<file path="src/rtl/mcu_target_arb_pkg.sv">
// Shared definitions for the MCU target arbiter: interrupt-controller ID,
// interrupt-controller command codes and decode FSM state encoding.
package mcu_target_arb_pkg;

  localparam logic [7:0] IRQ_ID_DEFAULT = 8'hF0;

  localparam logic [7:0] ICTL_READ  = 8'h00;
  localparam logic [7:0] ICTL_ACK   = 8'h01;
  localparam logic [7:0] ICTL_SETEN = 8'h02;
  localparam logic [7:0] ICTL_GETEN = 8'h03;

  typedef enum logic [2:0] {
    ST_IDLE,
    ST_CMD,
    ST_FWD,
    ST_ICTL_CMD,
    ST_ICTL_DATA,
    ST_DISCARD
  } arb_state_t;

  // Commands the interrupt controller understands; anything else is discarded.
  function automatic logic ictl_cmd_valid(input logic [7:0] cmd);
    return (cmd <= ICTL_GETEN);
  endfunction

endpackage

</file>
<file path="src/rtl/mcu_irq_ctl.sv">
// Interrupt controller: enable mask, pending snapshot / enable readback,
// per-target acknowledge pulses and the merged MCU interrupt line.
module mcu_irq_ctl
  import mcu_target_arb_pkg::*;
#(
  parameter int NTGT = 4
) (
  input  logic            clk,
  input  logic            reset,
  input  logic            cmd_strobe,   // command byte while addressed
  input  logic            data_strobe,  // data byte while addressed
  input  logic [7:0]      din,
  input  logic [NTGT-1:0] tgt_irq,
  output logic [7:0]      rdata,
  output logic [NTGT-1:0] tgt_iack,
  output logic            mcu_irq
);

  logic [NTGT-1:0] en_reg;
  logic [NTGT-1:0] iack_reg;
  logic [7:0]      op_reg;
  logic [7:0]      rdata_reg;
  logic            armed_reg;
  logic            irq_reg;
  logic [NTGT-1:0] pend;
  logic [7:0]      rd_pend;
  logic [7:0]      rd_en;

  // Zero-extend the pending and enable masks to a reply byte.
  always_comb begin
    pend                = tgt_irq & en_reg;
    rd_pend             = '0;
    rd_pend[NTGT-1:0]   = pend;
    rd_en               = '0;
    rd_en[NTGT-1:0]     = en_reg;
  end

  // Command/data handling; only the first data byte after a command acts.
  always_ff @(posedge clk or posedge reset) begin
    if (reset) begin
      en_reg    <= '1;
      iack_reg  <= '0;
      op_reg    <= ICTL_READ;
      rdata_reg <= 8'hFF;
      armed_reg <= 1'b0;
      irq_reg   <= 1'b0;
    end else begin
      iack_reg <= '0;
      irq_reg  <= |pend;
      if (cmd_strobe) begin
        op_reg    <= din;
        armed_reg <= ictl_cmd_valid(din);
        case (din)
          ICTL_READ:  rdata_reg <= rd_pend;
          ICTL_GETEN: rdata_reg <= rd_en;
          default:    rdata_reg <= 8'hFF;
        endcase
      end else if (data_strobe && armed_reg) begin
        armed_reg <= 1'b0;
        case (op_reg)
          ICTL_ACK:   iack_reg <= din[NTGT-1:0];
          ICTL_SETEN: en_reg   <= din[NTGT-1:0];
          default:    ;
        endcase
      end
    end
  end

  assign rdata    = rdata_reg;
  assign tgt_iack = iack_reg;
  assign mcu_irq  = irq_reg;

endmodule

</file>
<file path="src/rtl/mcu_target_arb.sv">
// MCU byte-link arbiter: decodes the target-ID byte of each message, steers
// strobes/data to the selected target and muxes its reply back to the MCU.
module mcu_target_arb
  import mcu_target_arb_pkg::*;
#(
  parameter int         NTGT   = 4,
  parameter logic [7:0] IRQ_ID = IRQ_ID_DEFAULT
) (
  input  logic              clk,
  input  logic              reset,
  input  logic              mcu_strobe,
  input  logic              mcu_start,
  input  logic [7:0]        mcu_din,
  output logic [7:0]        mcu_dout,
  output logic              mcu_irq,
  output logic [NTGT-1:0]   tgt_strobe,
  output logic [NTGT-1:0]   tgt_start,
  output logic [7:0]        tgt_din,
  input  logic [8*NTGT-1:0] tgt_dout,
  input  logic [NTGT-1:0]   tgt_irq,
  output logic [NTGT-1:0]   tgt_iack
);

  localparam int         SEL_W   = (NTGT > 1) ? $clog2(NTGT) : 1;
  localparam logic [7:0] NTGT_ID = 8'(NTGT);

  arb_state_t       state_reg, state_next;
  logic [SEL_W-1:0] sel_reg, sel_next;
  logic             fwd, fwd_start, ictl_cmd_stb, ictl_data_stb;
  logic [NTGT-1:0]  sel_hot;
  logic [7:0]       tgt_byte [NTGT];
  logic [7:0]       ictl_rdata;
  logic [7:0]       mcu_dout_reg, mcu_dout_next;
  logic [NTGT-1:0]  tgt_strobe_reg, tgt_start_reg;
  logic [7:0]       tgt_din_reg;

  genvar gi;
  generate
    for (gi = 0; gi < NTGT; gi++) begin : g_tgt
      assign tgt_byte[gi] = tgt_dout[8*gi +: 8];
      assign sel_hot[gi]  = (sel_reg == SEL_W'(gi));
    end
  endgenerate

  // Decode FSM state and selected target.
  always_ff @(posedge clk or posedge reset) begin
    if (reset) begin
      state_reg <= ST_IDLE;
      sel_reg   <= '0;
    end else begin
      state_reg <= state_next;
      sel_reg   <= sel_next;
    end
  end

  // Next state; a start byte re-decodes from any state and is never forwarded.
  always_comb begin
    state_next    = state_reg;
    sel_next      = sel_reg;
    fwd           = 1'b0;
    fwd_start     = 1'b0;
    ictl_cmd_stb  = 1'b0;
    ictl_data_stb = 1'b0;
    if (mcu_strobe) begin
      if (mcu_start) begin
        if (mcu_din < NTGT_ID) begin
          sel_next   = mcu_din[SEL_W-1:0];
          state_next = ST_CMD;
        end else if (mcu_din == IRQ_ID) begin
          state_next = ST_ICTL_CMD;
        end else begin
          state_next = ST_DISCARD;
        end
      end else begin
        case (state_reg)
          ST_CMD: begin
            fwd        = 1'b1;
            fwd_start  = 1'b1;
            state_next = ST_FWD;
          end
          ST_FWD:       fwd = 1'b1;
          ST_ICTL_CMD: begin
            ictl_cmd_stb = 1'b1;
            state_next   = ictl_cmd_valid(mcu_din) ? ST_ICTL_DATA : ST_DISCARD;
          end
          ST_ICTL_DATA: ictl_data_stb = 1'b1;
          default:      ;
        endcase
      end
    end
  end

  // Reply source: selected target while forwarding, controller readback, else FF.
  always_comb begin
    mcu_dout_next = 8'hFF;
    case (state_reg)
      ST_CMD, ST_FWD: mcu_dout_next = tgt_byte[sel_reg];
      ST_ICTL_DATA:   mcu_dout_next = ictl_rdata;
      default:        mcu_dout_next = 8'hFF;
    endcase
  end

  // Registered target strobes/data and MCU reply byte.
  always_ff @(posedge clk or posedge reset) begin
    if (reset) begin
      tgt_strobe_reg <= '0;
      tgt_start_reg  <= '0;
      tgt_din_reg    <= '0;
      mcu_dout_reg   <= 8'hFF;
    end else begin
      tgt_strobe_reg <= fwd ? sel_hot : '0;
      tgt_start_reg  <= fwd_start ? sel_hot : '0;
      if (fwd) tgt_din_reg <= mcu_din;
      mcu_dout_reg   <= mcu_dout_next;
    end
  end

  mcu_irq_ctl #(.NTGT(NTGT)) u_irq_ctl (
    .clk         (clk),
    .reset       (reset),
    .cmd_strobe  (ictl_cmd_stb),
    .data_strobe (ictl_data_stb),
    .din         (mcu_din),
    .tgt_irq     (tgt_irq),
    .rdata       (ictl_rdata),
    .tgt_iack    (tgt_iack),
    .mcu_irq     (mcu_irq)
  );

  assign tgt_strobe = tgt_strobe_reg;
  assign tgt_start  = tgt_start_reg;
  assign tgt_din    = tgt_din_reg;
  assign mcu_dout   = mcu_dout_reg;

endmodule

</file>
<file path="config.mk">
export PLATFORM = sky130hd
export DESIGN_NAME = mcu_target_arb
export DESIGN_NICKNAME = d
export VERILOG_FILES = /design/src/rtl/mcu_target_arb_pkg.sv /design/src/rtl/mcu_irq_ctl.sv /design/src/rtl/mcu_target_arb.sv
export SDC_FILE = /design/constraint.sdc
export NUM_CORES = 1
export LEC_CHECK = 0
export BUFFER_PORTS_ARGS = -buffer_cell sky130_fd_sc_hd__buf_2
export CAP_MARGIN = 30
export CORE_MARGIN = 1
export CORE_UTILIZATION = 50
export CTS_CLUSTER_SIZE = 28
export DETAILED_ROUTE_END_ITERATION = 8
export PLACE_DENSITY_LB_ADDON = 0.15
export REMOVE_ABC_BUFFERS = 1
export SYNTH_ARGS = -nofsm -noshare
export SYNTH_HDL_FRONTEND = slang
export SYNTH_SLANG_ARGS = --single-unit
</file>
<file path="constraint.sdc">
create_clock -name clk -period 1.95 [get_ports clk]
set_input_delay 0.195 -clock clk [delete_from_list [all_inputs] [get_ports clk]]
set_output_delay 0.195 -clock clk [all_outputs]
set_load 0.02 [all_outputs]
</file>
==> results.txt, run 1 <==
* Status: complete, but fails checks
* Failing checks: design-rule violations
- Total power: between 2 and 3 mW
- Initial Utilization: ~53%
- Time the final worst path needs with I/O delays and setup: 1.77 ns
- The total overflow left after global routing is 0.
- Average instance area after synthesis: approximately 14 sq um
- TritonCTS built the clock tree.
- By startpoint and endpoint, the worst setup path is classified as register to register.
- Data arrival, critical path: about 2 ns
- Summed over all nets, wire length on met3 after detailed routing comes to around 270 um.
- Setup violations, final: 0
- The worst hold path begins at tgt_irq[2].
- The first global-routing pass estimated 7690 um of wire.
- By area the synthesized netlist is led by sky130_fd_sc_hd__dfrtp_1, sky130_fd_sc_hd__dfstp_2, sky130_fd_sc_hd__mux2_2, sky130_fd_sc_hd__mux4_2, sky130_fd_sc_hd__nor2_1.
* Worst R2R Path Depth: 4
- Of all cell types, the one taking the most synthesized area is sky130_fd_sc_hd__dfrtp_1.
- Routed length on met1: just over 2000 um
* Largest net degree at the start of global routing: 28
- Across the routed clock network, the largest skew measured is slightly above 0.005 ns.
* Worst ir drop on vdd: roughly 770 uV
- Count of standard-cell rows: 24
- Tracing the worst setup path back leads to its startpoint at state_reg[1]$_DFFE_PP0P_.
- Post-CTS Resized: 0
- Part of the Yosys area used for sequential elements: between 50% and 60%
- The netlist uses 42 different library cells.
* Maximum clock path buffer count: 2
- In this run, synthesis inferred 0 flip-flops with an integrated enable.
* Slew HR: 54.8%
- Warnings, synthesis: 0
- Number of vias per cell: between 5 and 6
- Die Span Y: about 71 um
* Final Hold Vio Count: 0
- Unrepaired setup endpoints after global routing: no
- Prevailing post-synth register cell: sky130_fd_sc_hd__dfrtp_1
- Drt first-iter violations: just over 100
* Compound-gate portion of the synthesized area: around 8.3%
- The H-tree was split into 2 levels.
* Detail Placement HPWL: between 3000 and 4000 um
- Number of sinks on the clock net: between 50 and 60
* Cts bufs inserted: 5
* Clock root cell: sky130_fd_sc_hd__clkbuf_8
- Drt first pass iters: 6
- The detailed router placed 1628 vias in this run.
- The number of antenna violations at the first check in global routing is 0.
- Most used standard cells in the synthesized netlist: sky130_fd_sc_hd__dfrtp_1, sky130_fd_sc_hd__mux2_2, sky130_fd_sc_hd__dfstp_2
- Routed WL per cell: 15.1 um
- STA classifies the critical path startpoint as a register.
- Remaining DRCs: 20
* Overall routing resource usage: 19.9%
- Share of cell area taken by muxes after synthesis: between 10% and 20%
* Destination of the worst register-to-register timing path: u_irq_ctl.en_reg[3]$_DFFE_PP1P_
- Summed over all nets, wire length on met2 after detailed routing comes to roughly 2200 um.
- Beginning of the worst register-to-register path: state_reg[1]$_DFFE_PP0P_
- Fraction of the mapped netlist area in adder cells: 0%
- Clock-pin slew was measured on the worst setup and hold paths at about 0.080 ns.
- Measured along the x axis, the die boundary spans 70.8 um.
- Simple-gate share of the synthesized area: around 14%
* Nets: between 200 and 300
- Derived from the worst setup path, the maximum achievable clock frequency is approximately 0.57 GHz.
- Xor/xnor share of the synthesized area: less than 1%
- Setup slack, reg-to-reg: between 0.15 and 0.2 ns
- Fraction of layout instances using a drive strength above 1: between 50% and 60%
- Counting flops and latches in the post-synthesis netlist gives 52.
- Port Buffers: 76
* Highest metal layer used by the detailed router: met4
- The routed design has approximately 4600 um of wire.
- The synthesized netlist occupies a cell area of roughly 0.0024 sq mm.
* Required @ worst endpoint: ~2.2 ns
* Diodes inserted: 0
* Number of global-route vias before repair: 1612
* Clk Latency, worst-skew pair: 0.30 ns
- Setup total negative slack on the finished layout was measured at 0 ns.
* Number of instances on the worst hold path: 3
- Cell count after synthesis: 171
- The number of setup buffers added after CTS is 0.
* Peak fanout along the critical path: 5
- Dominant combinational cell family by area after synthesis: multiplexers
- The die covers approximately 0.0050 sq mm.
- The count of nets left with antenna violations once routing finished came out at 0.
- Hold Path Class: input port to register
- For this design the ratio of total power to cell area is 1020 mW/mm^2.
* Weighted congestion at the end of routability-driven global placement: just under 0.8
* Max-slew violation count: 0
- For hold timing, the worst endpoint is u_irq_ctl.mcu_irq$_DFF_PP0_.
- Critical Path Sink Type: register
- Fraction of registers with async set/reset: 100%
- Core ar.: 0.00444 sq mm
- Transition at the pin with the smallest max-transition slack: about 0.68 ns
- Max-cap violations: 0
* Leak pwr: about 1.4 nW
- between 70 and 80 I/O pins were placed.
- Fraction of post-synthesis cell area in the top cell type by area: 37.0%
- Layout area overhead: 21.7%
- The final critical path takes up between 90% and 100% of the cycle.
- The most common cell in the synthesized netlist is sky130_fd_sc_hd__dfrtp_1.
layer usage:
metal,up-vias,track usage (%)
met3,7,3.42
met4,0,7.33
li1,776,-
met1,790,27.2
met2,55,32.4
met5,-,0
how the worst max path moves through the flow:
| stage | end | slack, ns | cells past startpoint |
|---|---|---|---|
| 2_1_floorplan | u_irq_ctl.op_reg[0]$_DFFE_PP0P_ | 0.20 | 3 |
| 3_3_place_gp | u_irq_ctl.rdata[3]$_DFFE_PP1P_ | 0.22 | 5 |
| 3_5_place_dp | u_irq_ctl.rdata[1]$_DFFE_PP1P_ | 0.16 | 5 |
| 4_1_cts | u_irq_ctl.en_reg[3]$_DFFE_PP1P_ | 0.18 | 4 |
| 5_1_grt | u_irq_ctl.en_reg[0]$_DFFE_PP1P_ | 0.09 | 4 |
| 6_report | u_irq_ctl.en_reg[3]$_DFFE_PP1P_ | 0.18 | 4 |
power breakdown:
| part | leakage, nW | internal, mW | switching, mW |
|---|---|---|---|
| Clock | 0.0455 | 0.290 | 0.320 |
| Combinational | 0.691 | 0.386 | 0.396 |
| Sequential | 0.627 | 1.39 | 0.152 |
per-stage QoR:
step	instances	setup slack, ns	area (sq um)	utilization, %	hold WS, ns
final	304	0.184	2880	64.8	0.127
after global routing	304	0.0901	2880	64.8	0.147
after CTS	304	0.182	2880	64.8	0.116
after detailed placement	295	0.162	2780	62.5	0.294
after global placement	295	0.216	2780	62.5	0.276
after floorplan	163	0.203	2290	-	0.323
layout make-up:
class	instances	area (sq um)
clock buffers	8	90.1
inverters	2	7.51
repair buffers	81	433
multi-input cells	109	961
fillers	356	1570
well taps	52	65.1
flip-flops and latches	52	1320
worst max-delay path: stages (launching register included):
cell	delay (ns)
sky130_fd_sc_hd__dfrtp_1	0.43
sky130_fd_sc_hd__or3b_1	0.41
sky130_fd_sc_hd__nand4b_4	0.20
sky130_fd_sc_hd__nor3b_4	0.28
sky130_fd_sc_hd__mux2_2	0.37
cells in the final DEF, fill, tap and decap left out, drive strengths merged, types with 2 or more instances in the layout:
| master | instances |
|---|---|
| a21oi | 5 |
| a22o | 2 |
| dfstp | 17 |
| nand3 | 2 |
| and2b | 2 |
| a22oi | 2 |
| nor2 | 16 |
| mux4 | 8 |
| clkbuf | 8 |
| nand2b | 4 |
| buf | 80 |
| dfrtp | 35 |
| o211a | 2 |
| or2 | 2 |
| mux2 | 22 |
| o21ai | 8 |
| inv | 2 |
| nor3 | 3 |
| nand2 | 6 |
| o22a | 4 |
| nor3b | 3 |
| o21a | 4 |
| and2 | 5 |
logic make-up after synthesis:
family,Yosys count
xor gates and xnor gates,1
AOI/OAI and AO/OA,28
buffers and inverters,10
DFF,52
and+or+nand+nor,50
muxes,30
what timing repair did:
action / 4_1_cts / 5_1_grt
endpoints found under the hold margin: 8 / 0
setup endpoints to repair: 0 / 0
hold buffers: 1 / 0
Note: power is estimated with default switching activity, not from simulation.
==> run 2: changes to the inputs <==
--- a/config.mk
+++ b/config.mk
@@ -8,7 +8,7 @@
 export BUFFER_PORTS_ARGS = -buffer_cell sky130_fd_sc_hd__buf_2
 export CAP_MARGIN = 30
 export CORE_MARGIN = 1
-export CORE_UTILIZATION = 50
+export CORE_UTILIZATION = 45
 export CTS_CLUSTER_SIZE = 28
 export DETAILED_ROUTE_END_ITERATION = 8
 export PLACE_DENSITY_LB_ADDON = 0.15
==> constraint.sdc (replaced) <==
create_clock -name clk -period 1.5 [get_ports clk]
set_input_delay 0.15 -clock clk [delete_from_list [all_inputs] [get_ports clk]]
set_output_delay 0.15 -clock clk [all_outputs]
set_load 0.02 [all_outputs]
==> run 2 against run 1 <==
The flow finishes with violations (negative setup slack). Global-route usage fell by 0.28 points. Critical path depth unchanged. Flip-flop and latch count unchanged. Sequential power up 31%. Worst setup slack lost 0.40 ns. Final cell count rose by 14%. Register-to-register slack worse by 0.40 ns. Clock-buffer cell count shrank 1. Hold slack lost 0.046 ns. Via count rose by 7.1%. Combinational power rose by 73%. Critical path type unchanged. Largest power group unchanged.
==> results.txt, run 2 (synthesized netlist as in run 1, its figures left out) <==
- The total routed wirelength came to 5100 um (was 4580 um).
- Core ar.: 0.00507 sq mm (was 0.00444 sq mm)
- The start-to-end type of the worst setup path is register to register (unchanged).
- The count of standard-cell rows is 26 (was 24).
* Most frequent standard cell in the layout excluding fill and tap cells: sky130_fd_sc_hd__buf_2 (unchanged)
- Die width: 74.5 um (was 70.8 um)
- Slack of the critical path: -0.213 ns (was 0.184 ns)
- Setup violations, final: 16 (was 0)
- The data required time of the critical path came to 1.73 ns (was 2.18 ns).
- Data arrival, critical path: 1.94 ns (was 1.99 ns)
- The net count of the finished layout was 323 (was 299).
- Destination of the worst register-to-register timing path: u_irq_ctl.en_reg[3]$_DFFE_PP1P_ (unchanged)
* Unrepaired setup endpoints after global routing: yes (was no)
- Drt first pass iters: 4 (was 6)
* Transition at the pin with the smallest max-transition slack: 0.576 ns (was 0.678 ns)
- The type of element capturing the critical path was a register (unchanged).
* Worst Setup EP: u_irq_ctl.en_reg[3]$_DFFE_PP1P_ (unchanged)
* Die Span Y: 74.5 um (was 70.8 um)
- The die outline area was 0.00555 sq mm (was 0.00501 sq mm).
- Beginning of the worst register-to-register path: state_reg[1]$_DFFE_PP0P_ (unchanged)
- P per Cell Area: 1280 mW/mm^2 (was 1020 mW/mm^2)
- Failing checks: negative setup slack (was design-rule violations).
* Leak pwr: 1.54 nW (was 1.36 nW)
- The top-level I/O count was 77 (unchanged).
- The average wire per standard cell came to 14.7 um (was 15.1 um).
- The post-route core utilization is 64.4% (was 64.8%).
- The worst reg2reg path depth is 4 (unchanged).
* Worst ir drop on vdd: 893 uV (was 768 uV)
- Time the final worst path needs with I/O delays and setup: 1.71 ns (was 1.77 ns)
* Clk Latency, worst-skew pair: 0.30 ns (about the same)
- The global-route congestion overflow total came to 0 (unchanged).
- Number of sinks on the clock net: 52 (unchanged)
* Max-cap violations: 0 (unchanged)
* CTS tree: yes (unchanged)
- The setup skew after layout was 0.00360 ns (was 0.00503 ns).
- Clock transition at the register clock pins on the worst setup and hold paths after CTS: 0.08 ns (about the same)
- The number of pins with negative max-slew slack in the final report came to 0 (unchanged).
* F_max: 0.584 GHz (was 0.566 GHz)
- Slew HR: 61.6% (was 54.8%)
- The violation count after the first detailed-route iteration was 51 (was 101).
- Via count: 1743 (was 1628)
- The number of nets still failing antenna checks after routing was 0 (unchanged).
- Final Hold Vio Count: 0 (unchanged)
* Initial antenna violation count: 0 (unchanged)
- Weighted congestion at the end of routability-driven global placement: 0.904 (was 0.792)
* Status: complete, but fails checks (unchanged)
- Fraction of layout instances using a drive strength above 1: 69.2% (was 59.1%)
- Detail Placement HPWL: 3660 um (was 3370 um)
- The detailed-route DRC error count came to 0 (was 20).
- Cts bufs inserted: 5 (unchanged)
- H-tree Lvls: 2 (unchanged)
* Number of vias per cell: 5.04 (was 5.36)
- The share of the cycle needed by the critical path after routing was 114% (was 90.6%).
- The area growth from synthesis to layout came to 38.2% (was 21.7%).
* Setup slack, reg-to-reg: -0.21 ns (was 0.18 ns)
- Clock root cell: sky130_fd_sc_hd__clkbuf_8 (unchanged)
- Diodes inserted: 0 (unchanged)
* Global-route wire length before repair: 8050 um (was 7690 um)
* Initial Utilization: 46.6% (was 53.2%)
- The overall power after layout is 4.17 mW (was 2.93 mW).
- Commonest cells after routing, fill and taps aside: sky130_fd_sc_hd__buf_2, sky130_fd_sc_hd__dfrtp_1, sky130_fd_sc_hd__buf_4 (was sky130_fd_sc_hd__buf_2, sky130_fd_sc_hd__dfrtp_1, sky130_fd_sc_hd__mux2_2).
- Port Buffers: 76 (unchanged)
- Largest net degree at the start of global routing: 30 (was 28)
- The class of the worst hold path is input port to register (unchanged).
* Maximum clock path buffer count: 2 (unchanged)
* Overall routing resource usage: 19.6% (was 19.9%)
- Critical path launch point: state_reg[1]$_DFFE_PP0P_ (unchanged)
* Number of global-route vias before repair: 1708 (was 1612)
- The maximum fanout along the worst path was 4 (was 5).
- Startpoint of the tightest hold check path: tgt_irq[2] (unchanged)
- Kind of launch point of the worst setup path: register (unchanged)
## run 2: cell count changes in the layout (fill, tap and decap cells not counted), sizes merged
cell / change
clkinvlp: +1
clkbuf: -1
or2: +1
buf: +23
## run 2: how the worst min path moves through the flow
| stage | to | slack [ns] | cells after the start |
|---|---|---|---|
| after global placement | tgt_strobe[0]$_DFF_PP0_ | 0.21 | 2 |
| after CTS | u_irq_ctl.mcu_irq$_DFF_PP0_ | 0.07 | 3 |
| final | u_irq_ctl.mcu_irq$_DFF_PP0_ | 0.08 | 3 |
| after global routing | u_irq_ctl.mcu_irq$_DFF_PP0_ | 0.10 | 3 |
| after detailed placement | tgt_strobe[0]$_DFF_PP0_ | 0.21 | 2 |
| after floorplan | u_irq_ctl.mcu_irq$_DFF_PP0_ | 0.28 | 2 |
## run 2: layer usage
layer	track usage (%)	wire length, um	vias up
met5	0	0	-
met4	5.03	50	0
met3	4.47	324	5
met2	33.8	2490	68
met1	25.0	2230	838
li1	-	-	832
## run 2: metrics by stage
step | std cells | hold slack (ns) | instance area, sq um | setup WS [ns] | setup TNS, ns
after floorplan | 163 | 0.278 | 2290 | -0.247 | -4.03
after global placement | 331 | 0.214 | 2950 | -0.142 | -2.40
after detailed placement | 331 | 0.207 | 2950 | -0.187 | -2.63
after CTS | 344 | 0.0712 | 3150 | -0.186 | -1.57
after global routing | 346 | 0.101 | 3270 | -0.267 | -2.83
final | 346 | 0.0811 | 3270 | -0.213 | -1.74
## run 2: repair_timing
item                                   4_1_cts  5_1_grt
resized for setup                           16       26
endpoints found under the hold margin        6        0
setup endpoints to repair                   28       32
pin swaps                                    2        8
hold buffers                                 1        0
setup buffers                                4        4
cloned                                       1        0
## run 2: area by class of cell
class | count | area [sq um]
Timing Repair Buffer | 104 | 648
Clock buffer | 7 | 86.3
Tap cell | 70 | 87.6
Clock inverter | 1 | 7.51
Inverter | 2 | 7.51
Multi-Input combinational cell | 110 | 1110
Sequential cell | 52 | 1320
Fill cell | 405 | 1810
## run 2: power breakdown
group / switching (mW) / internal, mW
clock network: 0.428 / 0.375
logic: 0.617 / 0.729
registers: 0.214 / 1.81
## run 2: worst max-delay path: stages, from the launching register on
cell and delay [ns]:
sky130_fd_sc_hd__dfrtp_1 0.39, sky130_fd_sc_hd__or3b_4 0.40, sky130_fd_sc_hd__nand4b_4 0.19, sky130_fd_sc_hd__nor3b_4 0.30, sky130_fd_sc_hd__mux2_2 0.37
==> run 3: changes to the inputs <==
--- a/config.mk
+++ b/config.mk
@@ -11,6 +11,7 @@
 export CORE_UTILIZATION = 45
 export CTS_CLUSTER_SIZE = 28
 export DETAILED_ROUTE_END_ITERATION = 8
+export MAX_ROUTING_LAYER = met4
 export PLACE_DENSITY_LB_ADDON = 0.15
 export REMOVE_ABC_BUFFERS = 1
 export SYNTH_ARGS = -nofsm -noshare
==> run 3 against run 2 <==
The run still ends with negative setup slack left. Critical path depth unchanged. Global-route usage up 0.73 points. First-iteration DRC count is 7.8% lower. Highest routed layer unchanged. Non-clock buffer count is the same. Critical path type unchanged. Worst setup slack improved by 0.0017 ns. Wire length rose by 0.14%. Clock power hardly changed. Clock-buffer cell count unchanged.
==> results.txt, run 3 (synthesized netlist as in run 1, its figures left out) <==
* Initial Utilization: 46.6% (unchanged)
* Die Span Y: 74.5 um (unchanged)
- The relative max-transition margin is 61.4% (was 61.6%).
- Routed WL per cell: 14.7 um (about the same)
* Worst ir drop on vdd: 893 uV (about the same)
- The switching power of the nets came to 1.26 mW (about the same).
- The filler cell count is 405 (unchanged).
* Design area: 0.00327 sq mm (unchanged)
- Critical Path Sink Type: register (unchanged)
- Diodes inserted: 0 (unchanged)
- Weighted congestion at the end of routability-driven global placement: 0.920 (was 0.904)
- Overall routing resource usage: 20.4% (was 19.6%)
- Number of global-route vias before repair: 1707 (was 1708)
* Global-route wire length before repair: 8050 um (about the same)
* Count of standard-cell rows: 26 (unchanged)
- Time the final worst path needs with I/O delays and setup: 1.71 ns (about the same)
- Number of sinks on the clock net: 52 (unchanged)
- The area growth from synthesis to layout is 38.2% (unchanged).
* Via count: 1746 (was 1743)
- Final Hold Vio Count: 0 (unchanged)
* Drt first pass iters: 4 (unchanged)
- The data arrival at the endpoint of the critical path was 1.94 ns (about the same).
- The number of buffers between clock root and the deepest sink is 2 (unchanged).
- The worst-case setup margin in the final layout came to -0.211 ns (was -0.213 ns).
* Fraction of layout instances using a drive strength above 1: 69.2% (unchanged)
- The reg-to-reg startpoint is state_reg[1]$_DFFE_PP0P_ (unchanged).
* Kind of critical path: register to register (unchanged)
- Unrepaired setup endpoints after global routing: yes (unchanged)
- The static power due to leakage came to 1.54 nW (unchanged).
- The cell chosen for the clock root was sky130_fd_sc_hd__clkbuf_8 (unchanged).
* Status: complete, but fails checks (unchanged)
- The total CTS buffers was 5 (unchanged).
- Clock transition at the register clock pins on the worst setup and hold paths after CTS: 0.08 ns (about the same)
* Peak fanout along the critical path: 4 (unchanged)
- The total routed wirelength came to 5100 um (about the same).
- Setup skew after layout: 0.00268 ns (was 0.00360 ns)
- The most common library cell in the layout ignoring fill and taps was sky130_fd_sc_hd__buf_2 (unchanged).
- Worst R2R Path Depth: 4 (unchanged)
- The net count of the finished layout came to 323 (unchanged).
* F_max: 0.584 GHz (about the same)
* Initial antenna violation count: 0 (unchanged)
- Crit-path cells: or3b_4 -> nand4b_4 -> nor3b_4 -> mux2_2 (unchanged)
- The startpoint kind of the worst setup timing path was a register (unchanged).
- The global-route congestion overflow total came to 0 (unchanged).
* Proportion of power drawn by the clock network: 19.2% (about the same)
* Area used by sequential logic in the layout: 0.00132 sq mm (unchanged)
- Failing checks: negative setup slack (unchanged).
- The combinational share of power was 32.3% (about the same).
- Number of placed instances, taps included: 331 (unchanged)
* Required @ worst endpoint: 1.73 ns (about the same)
* Final cycle utilization of the critical path: 114% (about the same)
- The sequential share of power is 48.5% (about the same).
* Detail Placement HPWL: 3660 um (unchanged)
- The number of pins with negative max-slew slack in the final report was 0 (unchanged).
- The die outline area is 0.00555 sq mm (unchanged).
* Antenna viol nets, final: 0 (unchanged)
* Clk Latency, worst-skew pair: 0.30 ns (about the same)
- The longest individual stage delay on the worst path was 0.40 ns (about the same).
* Multi-input logic area: 0.00111 sq mm (unchanged)
* Port Buffers: 76 (unchanged)
- The top-level I/O count was 77 (unchanged).
* Number of vias per cell: 5.05 (was 5.04)
* Number of instances on the worst hold path: 3 (unchanged)
- Fin cells: 346 (unchanged)
- Cell with the largest stage delay on the worst path: sky130_fd_sc_hd__or3b_4 (unchanged)
* Startpoint of the tightest hold check path: tgt_irq[2] (unchanged)
- The critical register-to-register path endpoint is u_irq_ctl.en_reg[3]$_DFFE_PP1P_ (unchanged).
* P per Cell Area: 1280 mW/mm^2 (about the same)
* Remaining DRCs: 0 (unchanged)
- The violation count after the first detailed-route iteration was 47 (was 51).
- Hold Path Class: input port to register (unchanged)
* Max-cap violations: 0 (unchanged)
- The reg2reg setup slack came to -0.21 ns (about the same).
- Sw frac: 30.2% (about the same)
- The area of the core was 0.00507 sq mm (unchanged).
- Setup violations, final: 16 (unchanged)
- The setup total negative slack is -1.74 ns (about the same).
- Commonest cells after routing, fill and taps aside: sky130_fd_sc_hd__buf_2, sky130_fd_sc_hd__dfrtp_1, sky130_fd_sc_hd__buf_4 (unchanged)
- The internal power component came to 2.91 mW (about the same).
- The floorplan die width is 74.5 um (unchanged).
- H-tree Lvls: 2 (unchanged)
- The instance area after placement came to 0.00295 sq mm (unchanged).
- The maximum number of pins on one net before global-route repair came to 30 (unchanged).
- The TritonCTS clock tree is yes (unchanged).
- Hold WS: 0.0811 ns (about the same)
- The end point of the most critical hold path is u_irq_ctl.mcu_irq$_DFF_PP0_ (unchanged).
- The actual slew at the worst max-slew pin is 0.579 ns (was 0.576 ns).
==> run 3: cell counts in the layout (fill, tap and decap cells not counted) <==
Identical to the previous run, type by type.
==> run 3: worst max path at each step <==
stage                                         from                               to  slack (ns)  cells after the start
after floorplan           state_reg[2]$_DFFE_PP0P_  u_irq_ctl.op_reg[0]$_DFFE_PP0P_       -0.25                      3
after global placement    state_reg[0]$_DFFE_PP0P_  u_irq_ctl.en_reg[2]$_DFFE_PP1P_       -0.14                      4
after detailed placement  state_reg[0]$_DFFE_PP0P_  u_irq_ctl.en_reg[3]$_DFFE_PP1P_       -0.19                      4
after CTS                 state_reg[0]$_DFFE_PP0P_  u_irq_ctl.en_reg[3]$_DFFE_PP1P_       -0.19                      4
after global routing      state_reg[1]$_DFFE_PP0P_  u_irq_ctl.en_reg[3]$_DFFE_PP1P_       -0.27                      4
final                     state_reg[1]$_DFFE_PP0P_  u_irq_ctl.en_reg[3]$_DFFE_PP1P_       -0.21                      4
==> run 3: stage by stage <==
| step | util (%) | power (mW) | setup WS [ns] |
|---|---|---|---|
| 4_1_cts | 62.0 | 4.07 | -0.186 |
| 3_3_place_gp | 58.1 | 3.11 | -0.142 |
| 5_1_grt | 64.4 | 4.40 | -0.272 |
| 3_5_place_dp | 58.1 | 3.14 | -0.187 |
| 2_1_floorplan | - | 2.69 | -0.247 |
| 6_report | 64.4 | 4.17 | -0.211 |
==> run 3: routing by layer <==
metal / GRT usage, % / vias to the layer above / wire length [um]
met5: - / - / 0
met4: 5.03 / 0 / 46
met3: 4.74 / 5 / 310
met2: 33.8 / 66 / 2510
met1: 25.1 / 845 / 2240
li1: - / 830 / -
==> run 3: power by group through the flow <==
stage	combinational, mW	sequential [mW]	clock, mW
floorplan	0.488	2.20	0
global placement	1.11	2.00	0
detailed placement	1.13	2.01	0
CTS	1.24	2.00	0.824
global route	1.45	2.07	0.880
finish	1.35	2.02	0.801
==> run 3: critical path, delay by kind of cell, from the launching register on <==
kind	cells	cell delay, ns
and+or+nand+nor	3	0.88
muxes	1	0.37
DFF	1	0.39
==> run 3: area by class of cell <==
class / count / share of cell area, %
Inverter: 2 / 0.230
Tap cell: 70 / 2.68
Multi-Input combinational cell: 110 / 33.9
Sequential cell: 52 / 40.5
Timing Repair Buffer: 104 / 19.8
Clock inverter: 1 / 0.230
Clock buffer: 7 / 2.64
==> run 3: timing repair <==
action	4_1_cts	5_1_grt
pin swaps	2	8
resized for setup	16	26
cloned	1	0
hold endpoints to repair	6	0
endpoints found under the setup margin	28	32
hold buffers	1	0
setup buffers	4	4
